===== config.mk =====
export PLATFORM = sky130hd
export DESIGN_NAME = spi_slave_burst_flat
export DESIGN_NICKNAME = d
export VERILOG_FILES = /design/src/rtl/spi_slave_burst_if.sv /design/src/rtl/spi_slave_burst.sv /design/src/flat_wrapper.sv
export SDC_FILE = /design/constraint.sdc
export NUM_CORES = 1
export LEC_CHECK = 0
export ABC_AREA = 1
export CORE_ASPECT_RATIO = 0.7
export CORE_UTILIZATION = 51
export DETAILED_ROUTE_END_ITERATION = 12
export PLACE_DENSITY = 0.78
export SYNTH_ARGS = -nofsm -noshare
export SYNTH_HDL_FRONTEND = slang
export SYNTH_SLANG_ARGS = --single-unit

===== constraint.sdc =====
create_clock -name sclk -period 1.9 [get_ports sclk]
set_clock_uncertainty 0.2 [all_clocks]
set_input_delay 0.475 -clock sclk [delete_from_list [all_inputs] [get_ports sclk]]
set_output_delay 0.475 -clock sclk [all_outputs]
set_load 0.1 [all_outputs]

===== src/rtl/spi_slave_burst_if.sv =====
// Local-side and pin-side signals of spi_slave_burst, grouped for port connection.
// parity_err is present only when SPI_PARITY_EN is defined.
interface spi_slave_burst_if #(
   parameter int DATA_WIDTH = 8,
   parameter int DEPTH      = 4
) ();
   localparam int LW = $clog2(DEPTH) + 1;

   logic                  cs;
   logic                  mosi;
   logic                  miso;
   logic [DATA_WIDTH-1:0] tx_data;
   logic                  tx_valid;
   logic                  tx_ready;
   logic [DATA_WIDTH-1:0] rx_data;
   logic                  rx_valid;
   logic                  rx_ready;
   logic [LW-1:0]         rx_level;
   logic                  clear_status;
   logic                  rx_overflow;
   logic                  tx_underrun;
   logic                  frame_abort;

`ifdef SPI_PARITY_EN
   logic                  parity_err;

   modport slave (
      input  cs, mosi, tx_data, tx_valid, rx_ready, clear_status,
      output miso, tx_ready, rx_data, rx_valid, rx_level,
             rx_overflow, tx_underrun, frame_abort, parity_err
   );
   modport master (
      output cs, mosi, tx_data, tx_valid, rx_ready, clear_status,
      input  miso, tx_ready, rx_data, rx_valid, rx_level,
             rx_overflow, tx_underrun, frame_abort, parity_err
   );
`else
   modport slave (
      input  cs, mosi, tx_data, tx_valid, rx_ready, clear_status,
      output miso, tx_ready, rx_data, rx_valid, rx_level,
             rx_overflow, tx_underrun, frame_abort
   );
   modport master (
      output cs, mosi, tx_data, tx_valid, rx_ready, clear_status,
      input  miso, tx_ready, rx_data, rx_valid, rx_level,
             rx_overflow, tx_underrun, frame_abort
   );
`endif
endinterface


===== src/rtl/spi_slave_burst.sv =====
// Burst-capable SPI slave in the sclk domain: RX FIFO, TX holding register, sticky status.
// Define SPI_PARITY_EN to append an even-parity bit to every frame and expose parity_err.
module spi_slave_burst #(
   parameter int DATA_WIDTH = 8,
   parameter int DEPTH      = 4,
   parameter int LSB_FIRST  = 0
) (
   input logic              sclk,
   input logic              reset,
   spi_slave_burst_if.slave bus
);
   localparam int AW = $clog2(DEPTH);
`ifdef SPI_PARITY_EN
   localparam int FRAME = DATA_WIDTH + 1;
`else
   localparam int FRAME = DATA_WIDTH;
`endif
   localparam int CW = $clog2(FRAME);
   localparam logic [CW-1:0] LAST = CW'(FRAME - 1);

   logic [CW-1:0]         bit_cnt_q, bit_cnt_d;
   logic [DATA_WIDTH-1:0] rx_shift_q, rx_shift_d;
   logic [DATA_WIDTH-1:0] tx_shift_q, tx_shift_d;
   logic [DATA_WIDTH-1:0] hold_q, hold_d;
   logic                  hold_valid_q, hold_valid_d;
   logic [DATA_WIDTH-1:0] mem_q [DEPTH];
   logic [DATA_WIDTH-1:0] mem_d [DEPTH];
   logic [AW:0]           wr_ptr_q, wr_ptr_d, rd_ptr_q, rd_ptr_d;
   logic                  ovf_q, ovf_d, und_q, und_d, abort_q, abort_d;

   logic [DATA_WIDTH-1:0] rx_next, rx_word;
   logic                  bit0, last, empty, full, push, pop, accept, data_bit;
   logic                  und_set, abort_set, first_bit, out_bit, miso_o;

   function automatic logic [DATA_WIDTH-1:0] shift_out(input logic [DATA_WIDTH-1:0] v);
      return (LSB_FIRST != 0) ? (v >> 1) : (v << 1);
   endfunction

   assign bit0    = (bit_cnt_q == '0);
   assign last    = (bit_cnt_q == LAST);
   assign empty   = (wr_ptr_q == rd_ptr_q);
   assign full    = (wr_ptr_q[AW] != rd_ptr_q[AW]) && (wr_ptr_q[AW-1:0] == rd_ptr_q[AW-1:0]);
   assign rx_next = (LSB_FIRST != 0) ? {bus.mosi, rx_shift_q[DATA_WIDTH-1:1]}
                                     : {rx_shift_q[DATA_WIDTH-2:0], bus.mosi};
   assign push    = ~bus.cs & last;
   assign pop     = ~empty & bus.rx_ready;
   assign accept  = push & (~full | pop);

`ifdef SPI_PARITY_EN
   logic tx_par_q, tx_par_d, par_q, par_d, par_fail;

   // The parity bit is not shifted in, so the data word is already complete in rx_shift_q.
   assign rx_word  = rx_shift_q;
   assign data_bit = ~last;
   assign par_fail = ^{rx_shift_q, bus.mosi};
   assign tx_par_d = (~bus.cs & bit0) ? (hold_valid_q & ^hold_q) : tx_par_q;
   assign par_d    = (push & par_fail) | (par_q & ~bus.clear_status);
   assign bus.parity_err = par_q;

   always_ff @(posedge sclk or negedge reset) begin
      if (!reset) begin
         tx_par_q <= 1'b0;
         par_q    <= 1'b0;
      end else begin
         tx_par_q <= tx_par_d;
         par_q    <= par_d;
      end
   end
`else
   assign rx_word  = rx_next;
   assign data_bit = 1'b1;
`endif

   always_comb begin
      bit_cnt_d    = bit_cnt_q;
      rx_shift_d   = rx_shift_q;
      tx_shift_d   = tx_shift_q;
      hold_d       = hold_q;
      hold_valid_d = hold_valid_q;
      und_set      = 1'b0;
      abort_set    = 1'b0;
      if (bus.cs) begin
         bit_cnt_d  = '0;
         rx_shift_d = '0;
         abort_set  = ~bit0;
      end else begin
         bit_cnt_d = last ? '0 : bit_cnt_q + 1'b1;
         if (data_bit) rx_shift_d = rx_next;
         if (bit0) begin
            tx_shift_d   = hold_valid_q ? shift_out(hold_q) : '0;
            hold_valid_d = 1'b0;
            und_set      = ~hold_valid_q;
         end else begin
            tx_shift_d = shift_out(tx_shift_q);
         end
      end
      // tx_ready is ~hold_valid_q, so a load never collides with a bit-0 consume.
      if (bus.tx_valid && !hold_valid_q) begin
         hold_d       = bus.tx_data;
         hold_valid_d = 1'b1;
      end
   end

   always_comb begin
      mem_d    = mem_q;
      wr_ptr_d = wr_ptr_q;
      rd_ptr_d = rd_ptr_q;
      if (accept) begin
         mem_d[wr_ptr_q[AW-1:0]] = rx_word;
         wr_ptr_d = wr_ptr_q + 1'b1;
      end
      if (pop) rd_ptr_d = rd_ptr_q + 1'b1;
   end

   always_comb begin
      ovf_d   = (push & ~accept) | (ovf_q & ~bus.clear_status);
      und_d   = und_set | (und_q & ~bus.clear_status);
      abort_d = abort_set | (abort_q & ~bus.clear_status);
   end

   always_comb begin
      first_bit = (LSB_FIRST != 0) ? hold_q[0] : hold_q[DATA_WIDTH-1];
      out_bit   = (LSB_FIRST != 0) ? tx_shift_q[0] : tx_shift_q[DATA_WIDTH-1];
      if (bus.cs)    miso_o = 1'b0;
      else if (bit0) miso_o = hold_valid_q & first_bit;
`ifdef SPI_PARITY_EN
      else if (last) miso_o = tx_par_q;
`endif
      else           miso_o = out_bit;
   end

   assign bus.miso        = miso_o;
   assign bus.tx_ready    = ~hold_valid_q;
   assign bus.rx_data     = mem_q[rd_ptr_q[AW-1:0]];
   assign bus.rx_valid    = ~empty;
   assign bus.rx_level    = wr_ptr_q - rd_ptr_q;
   assign bus.rx_overflow = ovf_q;
   assign bus.tx_underrun = und_q;
   assign bus.frame_abort = abort_q;

   always_ff @(posedge sclk or negedge reset) begin
      if (!reset) begin
         bit_cnt_q    <= '0;
         rx_shift_q   <= '0;
         tx_shift_q   <= '0;
         hold_q       <= '0;
         hold_valid_q <= 1'b0;
         mem_q        <= '{default: '0};
         wr_ptr_q     <= '0;
         rd_ptr_q     <= '0;
         ovf_q        <= 1'b0;
         und_q        <= 1'b0;
         abort_q      <= 1'b0;
      end else begin
         bit_cnt_q    <= bit_cnt_d;
         rx_shift_q   <= rx_shift_d;
         tx_shift_q   <= tx_shift_d;
         hold_q       <= hold_d;
         hold_valid_q <= hold_valid_d;
         mem_q        <= mem_d;
         wr_ptr_q     <= wr_ptr_d;
         rd_ptr_q     <= rd_ptr_d;
         ovf_q        <= ovf_d;
         und_q        <= und_d;
         abort_q      <= abort_d;
      end
   end
endmodule


===== src/flat_wrapper.sv =====
// flat-port wrapper written by rule: the top's interface ports become plain ports
module spi_slave_burst_flat 
#(
   parameter int DATA_WIDTH = 8,
   parameter int DEPTH      = 4,
   parameter int LSB_FIRST  = 0
)
  (sclk, reset, bus_cs, bus_mosi, bus_tx_data, bus_tx_valid, bus_rx_ready, bus_clear_status, bus_miso, bus_tx_ready, bus_rx_data, bus_rx_valid, bus_rx_level, bus_rx_overflow, bus_tx_underrun, bus_frame_abort);
  spi_slave_burst_if #(.DATA_WIDTH(DATA_WIDTH), .DEPTH(DEPTH)) bus_i ();
  input logic sclk;
  input logic reset;
  input wire logic [$bits(bus_i.cs)-1:0] bus_cs;
  input wire logic [$bits(bus_i.mosi)-1:0] bus_mosi;
  input wire logic [$bits(bus_i.tx_data)-1:0] bus_tx_data;
  input wire logic [$bits(bus_i.tx_valid)-1:0] bus_tx_valid;
  input wire logic [$bits(bus_i.rx_ready)-1:0] bus_rx_ready;
  input wire logic [$bits(bus_i.clear_status)-1:0] bus_clear_status;
  output wire logic [$bits(bus_i.miso)-1:0] bus_miso;
  output wire logic [$bits(bus_i.tx_ready)-1:0] bus_tx_ready;
  output wire logic [$bits(bus_i.rx_data)-1:0] bus_rx_data;
  output wire logic [$bits(bus_i.rx_valid)-1:0] bus_rx_valid;
  output wire logic [$bits(bus_i.rx_level)-1:0] bus_rx_level;
  output wire logic [$bits(bus_i.rx_overflow)-1:0] bus_rx_overflow;
  output wire logic [$bits(bus_i.tx_underrun)-1:0] bus_tx_underrun;
  output wire logic [$bits(bus_i.frame_abort)-1:0] bus_frame_abort;
  assign bus_i.cs = bus_cs;
  assign bus_i.mosi = bus_mosi;
  assign bus_i.tx_data = bus_tx_data;
  assign bus_i.tx_valid = bus_tx_valid;
  assign bus_i.rx_ready = bus_rx_ready;
  assign bus_i.clear_status = bus_clear_status;
  assign bus_miso = bus_i.miso;
  assign bus_tx_ready = bus_i.tx_ready;
  assign bus_rx_data = bus_i.rx_data;
  assign bus_rx_valid = bus_i.rx_valid;
  assign bus_rx_level = bus_i.rx_level;
  assign bus_rx_overflow = bus_i.rx_overflow;
  assign bus_tx_underrun = bus_i.tx_underrun;
  assign bus_frame_abort = bus_i.frame_abort;
  spi_slave_burst #(.DATA_WIDTH(DATA_WIDTH), .DEPTH(DEPTH), .LSB_FIRST(LSB_FIRST)) u_core (.sclk(sclk), .reset(reset), .bus(bus_i));
endmodule

==> summary.md <==
| Metric | Value |
|---|---|
| Worst Path Arrival | `about 1.8 ns` |
| Vias in the first global route | `just under 3000` |
| CTS Root Buffer Type | `clkbuf_8` |
| Synth-to-layout area growth | `55.1%` |
| Synth Flop Type | `dfrtp_1` |
| I/O Buffers | `31` |
| Number of remaining DRC errors | `0` |
| Setup TNS | `-7.75 ns` |
| Max cap viols | `0` |
| Final setup violation count | `slightly above 50` |
| Synth warnings | `0` |
| Max Clk Rate | `407 MHz` |
| Switch Pwr | `between 3000 and 4000 uW` |
| Flops & latches, synth | `67` |
| Max Slew Vio Count | `0` |
| Nets | `462` |
| Internal | `~4400 uW` |
| Latest clock arrival within the worst-skew pair | `~0.36 ns` |
| Post-synthesis adder-cell area fraction | `0.0455` |
| Via density | `approximately 6.4` |
| Final ANT Viol Nets | `0` |
| Failing checks | `setup timing` |
| Core ar. | `between 5000 and 6000 um^2` |
| Status | `finished with violations` |
| Post-synth EDFFs | `0` |
| Final period utilization | `1.29` |
| Crit path cell chain | `ha_4, fa_2, clkinvlp_4, buf_12` |
| Pre-Repair DR Iteration Count | `7` |
| Die area | `between 6000 and 7000 um^2` |
| Final worst slack | `-0.557 ns` |
| Largest net degree at the start of global routing | `37` |
| Layout Cells excl Fill | `slightly above 500` |
| Initial Util | `0.544` |
| CP Buf/Inv Count | `2` |
| Mapped Area | `3190 um^2` |
| Final Hold Fails | `0` |
| Worst-margin pin slew | `0.447 ns` |
| Crit path time final | `about 2.5 ns` |
| Number of distinct library cells after synthesis | `25` |
| TritonCTS Sinks | `67` |
| Leakage power total | `~0.0023 uW` |
| Comb pwr share | `0.622` |
| DRT iter0 DRCs | `~500` |
| Worst Setup Start Kind | `flop` |
| Synth Area in Compound Gates | `0.0494` |
| Layout cell share with drive strength beyond 1 | `0.406` |
| Die X | `a little under 100 um` |
| Min-delay worst type | `reg2reg` |
| Reg power frac | `0.223` |
| Htree depth | `3` |
| Post-synthesis xor/xnor area fraction | `0.00549` |
| Critical Path RT | `roughly 1.2 ns` |
| Crit path largest cell delay | `~0.55 ns` |
| GRT Util Overall | `0.295` |
| Mapped Cells | `approximately 350` |
| Ant diodes | `0` |
| Gr ovfl total | `0` |
| Synth Area in Simple Gates | `0.269` |
| Sw frac | `0.469` |
| Rows | `23` |
| Die H | `about 68 um` |
| Pre-CTS worst setup slack | `-0.207 ns` |
| WL final | `approximately 12000 um` |
| Via count | `3288` |
| TritonCTS buffer count | `9` |
| Cell family with most CP delay | `adder cells` |
| GPL Wtd Cong | `about 0.84` |
| Placed Cells | `about 480` |
| Slowest stage cell, crit path | `fa_2` |
| Critical path class | `reg2out` |
| Seq/Total Area, Yosys | `0.525` |
| Main combinational cell family by area after synthesis | `simple AND/OR/NAND/NOR gates` |
| Reg clk slew, reported paths | `~0.070 ns` |
| Design Power | `8360 uW` |
| Clk buf depth | `2` |
| DR WL/cell | `around 23 um` |
| Fraction of registers with async set/reset | `1.00` |
| CP max FO | `3` |
| Post-synth net total | `377` |
| CTS tree | `yes` |
| Post-layout util | `0.843` |
| Ports | `32` |
| Multiplexer share of the synthesized area | `0.0282` |
| RSZ-0062 raised after global routing | `true` |
| Detail Placement HPWL | `~5600 um` |
| Max VDD drop | `between 1 and 1.5 mV` |
| Syn avg cell area | `~9.1 um^2` |
| Initial antenna violation count | `0` |
| Worst rel slew slack | `0.702` |
| Worst setup EP type | `primary output` |
| PwrDens | `about 1700 nW/um^2` |
| Clk pwr share | `0.155` |
| First-pass GRT wire length | `roughly 14000 um` |
==> layer usage <==
| metal | global-route usage | share of wire | up-vias |
|---|---|---|---|
| li1 | - | - | 1344 |
| met1 | 0.373 | 0.37 | 1580 |
| met2 | 0.461 | 0.45 | 278 |
| met3 | 0.0967 | 0.12 | 86 |
| met4 | 0.145 | 0.059 | 0 |
| met5 | 0 | 0 | - |
==> registers in the layout, summed over array words and instances, names as in the netlist <==
signal                  count
u_core.rx_shift_q           7
u_core.mem_q               32
u_core.bit_cnt_q            3
u_core.wr_ptr_q             3
u_core.hold_q               8
u_core.bus.rx_overflow      1
u_core.tx_shift_q           7
u_core.bus.frame_abort      1
u_core.rd_ptr_q             3
u_core.bus.tx_underrun      1
u_core.hold_valid_q         1
==> area by class of cell <==
class	instances	area, um^2
Tap cell	75	93.8
Multi-Input combinational cell	238	1710
Clock inverter	5	77.6
Sequential cell	67	1680
Inverter	28	149
Timing Repair Buffer	91	1100
Fill cell	285	920
Timing Repair inverter	1	11.3
Clock buffer	11	131
==> worst paths after layout <==
| kind | startpoint | endpoint | slack (ns) | cells past startpoint |
|---|---|---|---|---|
| min reg2reg | u_core.mem_q[30] | u_core.mem_q[30] | 0.30 | 2 |
| max in group asynchronous | reset | u_core.rd_ptr_q[0] | 0.50 | 3 |
| min in group asynchronous | reset | u_core.bus.rx_overflow | 0.39 | 2 |
| min | u_core.mem_q[30] | u_core.mem_q[30] | 0.30 | 2 |
| max reg2reg | u_core.wr_ptr_q[1] | u_core.mem_q[28] | -0.19 | 10 |
| max | u_core.rd_ptr_q[0] | bus_rx_level[1] | -0.56 | 4 |
==> worst register-to-register path: cells and delay by family, from the launching register on <==
kind,cells,cell delay [ns]
adder cells (fa/ha/maj),1,0.28
AND/OR/NAND/NOR,6,0.69
buffers and inverters,3,0.44
flip-flops,1,0.41
==> repair_timing <==
action	CTS	global route
endpoints found under the hold margin	15	0
gates resized for setup	30	71
setup endpoints to repair	46	52
cloned	1	4
buffers inserted	3	12
pin swaps	7	27
hold buffers	1	0
==> placed cells by master, fill, tap and decap left out, types with 6 or more instances in the layout <==
cell type | synthesis | routed
o21ai_1 | 0 | 11
buf_4 | 1 | 39
buf_6 | 0 | 10
clkbuf_8 | 0 | 9
buf_12 | 1 | 23
inv_1 | 27 | 18
nand4_1 | 33 | 33
nand2_2 | 3 | 18
nor2_1 | 27 | 16
mux2_2 | 8 | 8
clkdlybuf4s50_1 | 0 | 13
dfrtp_1 | 67 | 64
nand2_1 | 89 | 70
o21ai_2 | 0 | 6
nor2_4 | 0 | 7
nor2_2 | 2 | 6
nand3_1 | 29 | 23
o22ai_4 | 0 | 8
==> power groups by stage <==
stage / clock network, uW / logic (uW) / registers [uW]
2_1_floorplan: 0 / 2970 / 1840
3_3_place_gp: 0 / 4340 / 1820
5_1_grt: 1370 / 5370 / 1870
6_report: 1300 / 5200 / 1860
4_1_cts: 1290 / 4580 / 1820
3_5_place_dp: 0 / 4420 / 1840
==> cell families after synthesis <==
logic type | Yosys count
xor+xnor | 2
simple gates | 187
compound gates | 29
fa+ha+maj | 11
mux | 8
flops | 67
buf+inv | 47
==> synth_stat cells, types with 2 or more instances <==
library cell	instances	area, um^2
ha_1	10	125
inv_1	27	101
nand3_1	29	145
o21ai_0	18	90.1
xor2_1	2	17.5
mux2_2	8	90.1
dfrtp_1	67	1680
nor2_2	2	12.5
buf_2	13	65.1
buf_8	3	45.0
nand2_2	3	18.8
nor2_1	27	101
nand2_1	89	334
o22ai_1	10	62.6
nand4_1	33	206
==> per-stage QoR <==
stage,hold slack (ns),area (um^2)
after floorplan,-0.0206,3460
after global placement,0.234,4240
after detailed placement,0.231,4240
after CTS,0.282,4560
after global routing,0.333,4950
final,0.304,4950
Power figures use the tool's default switching activity.
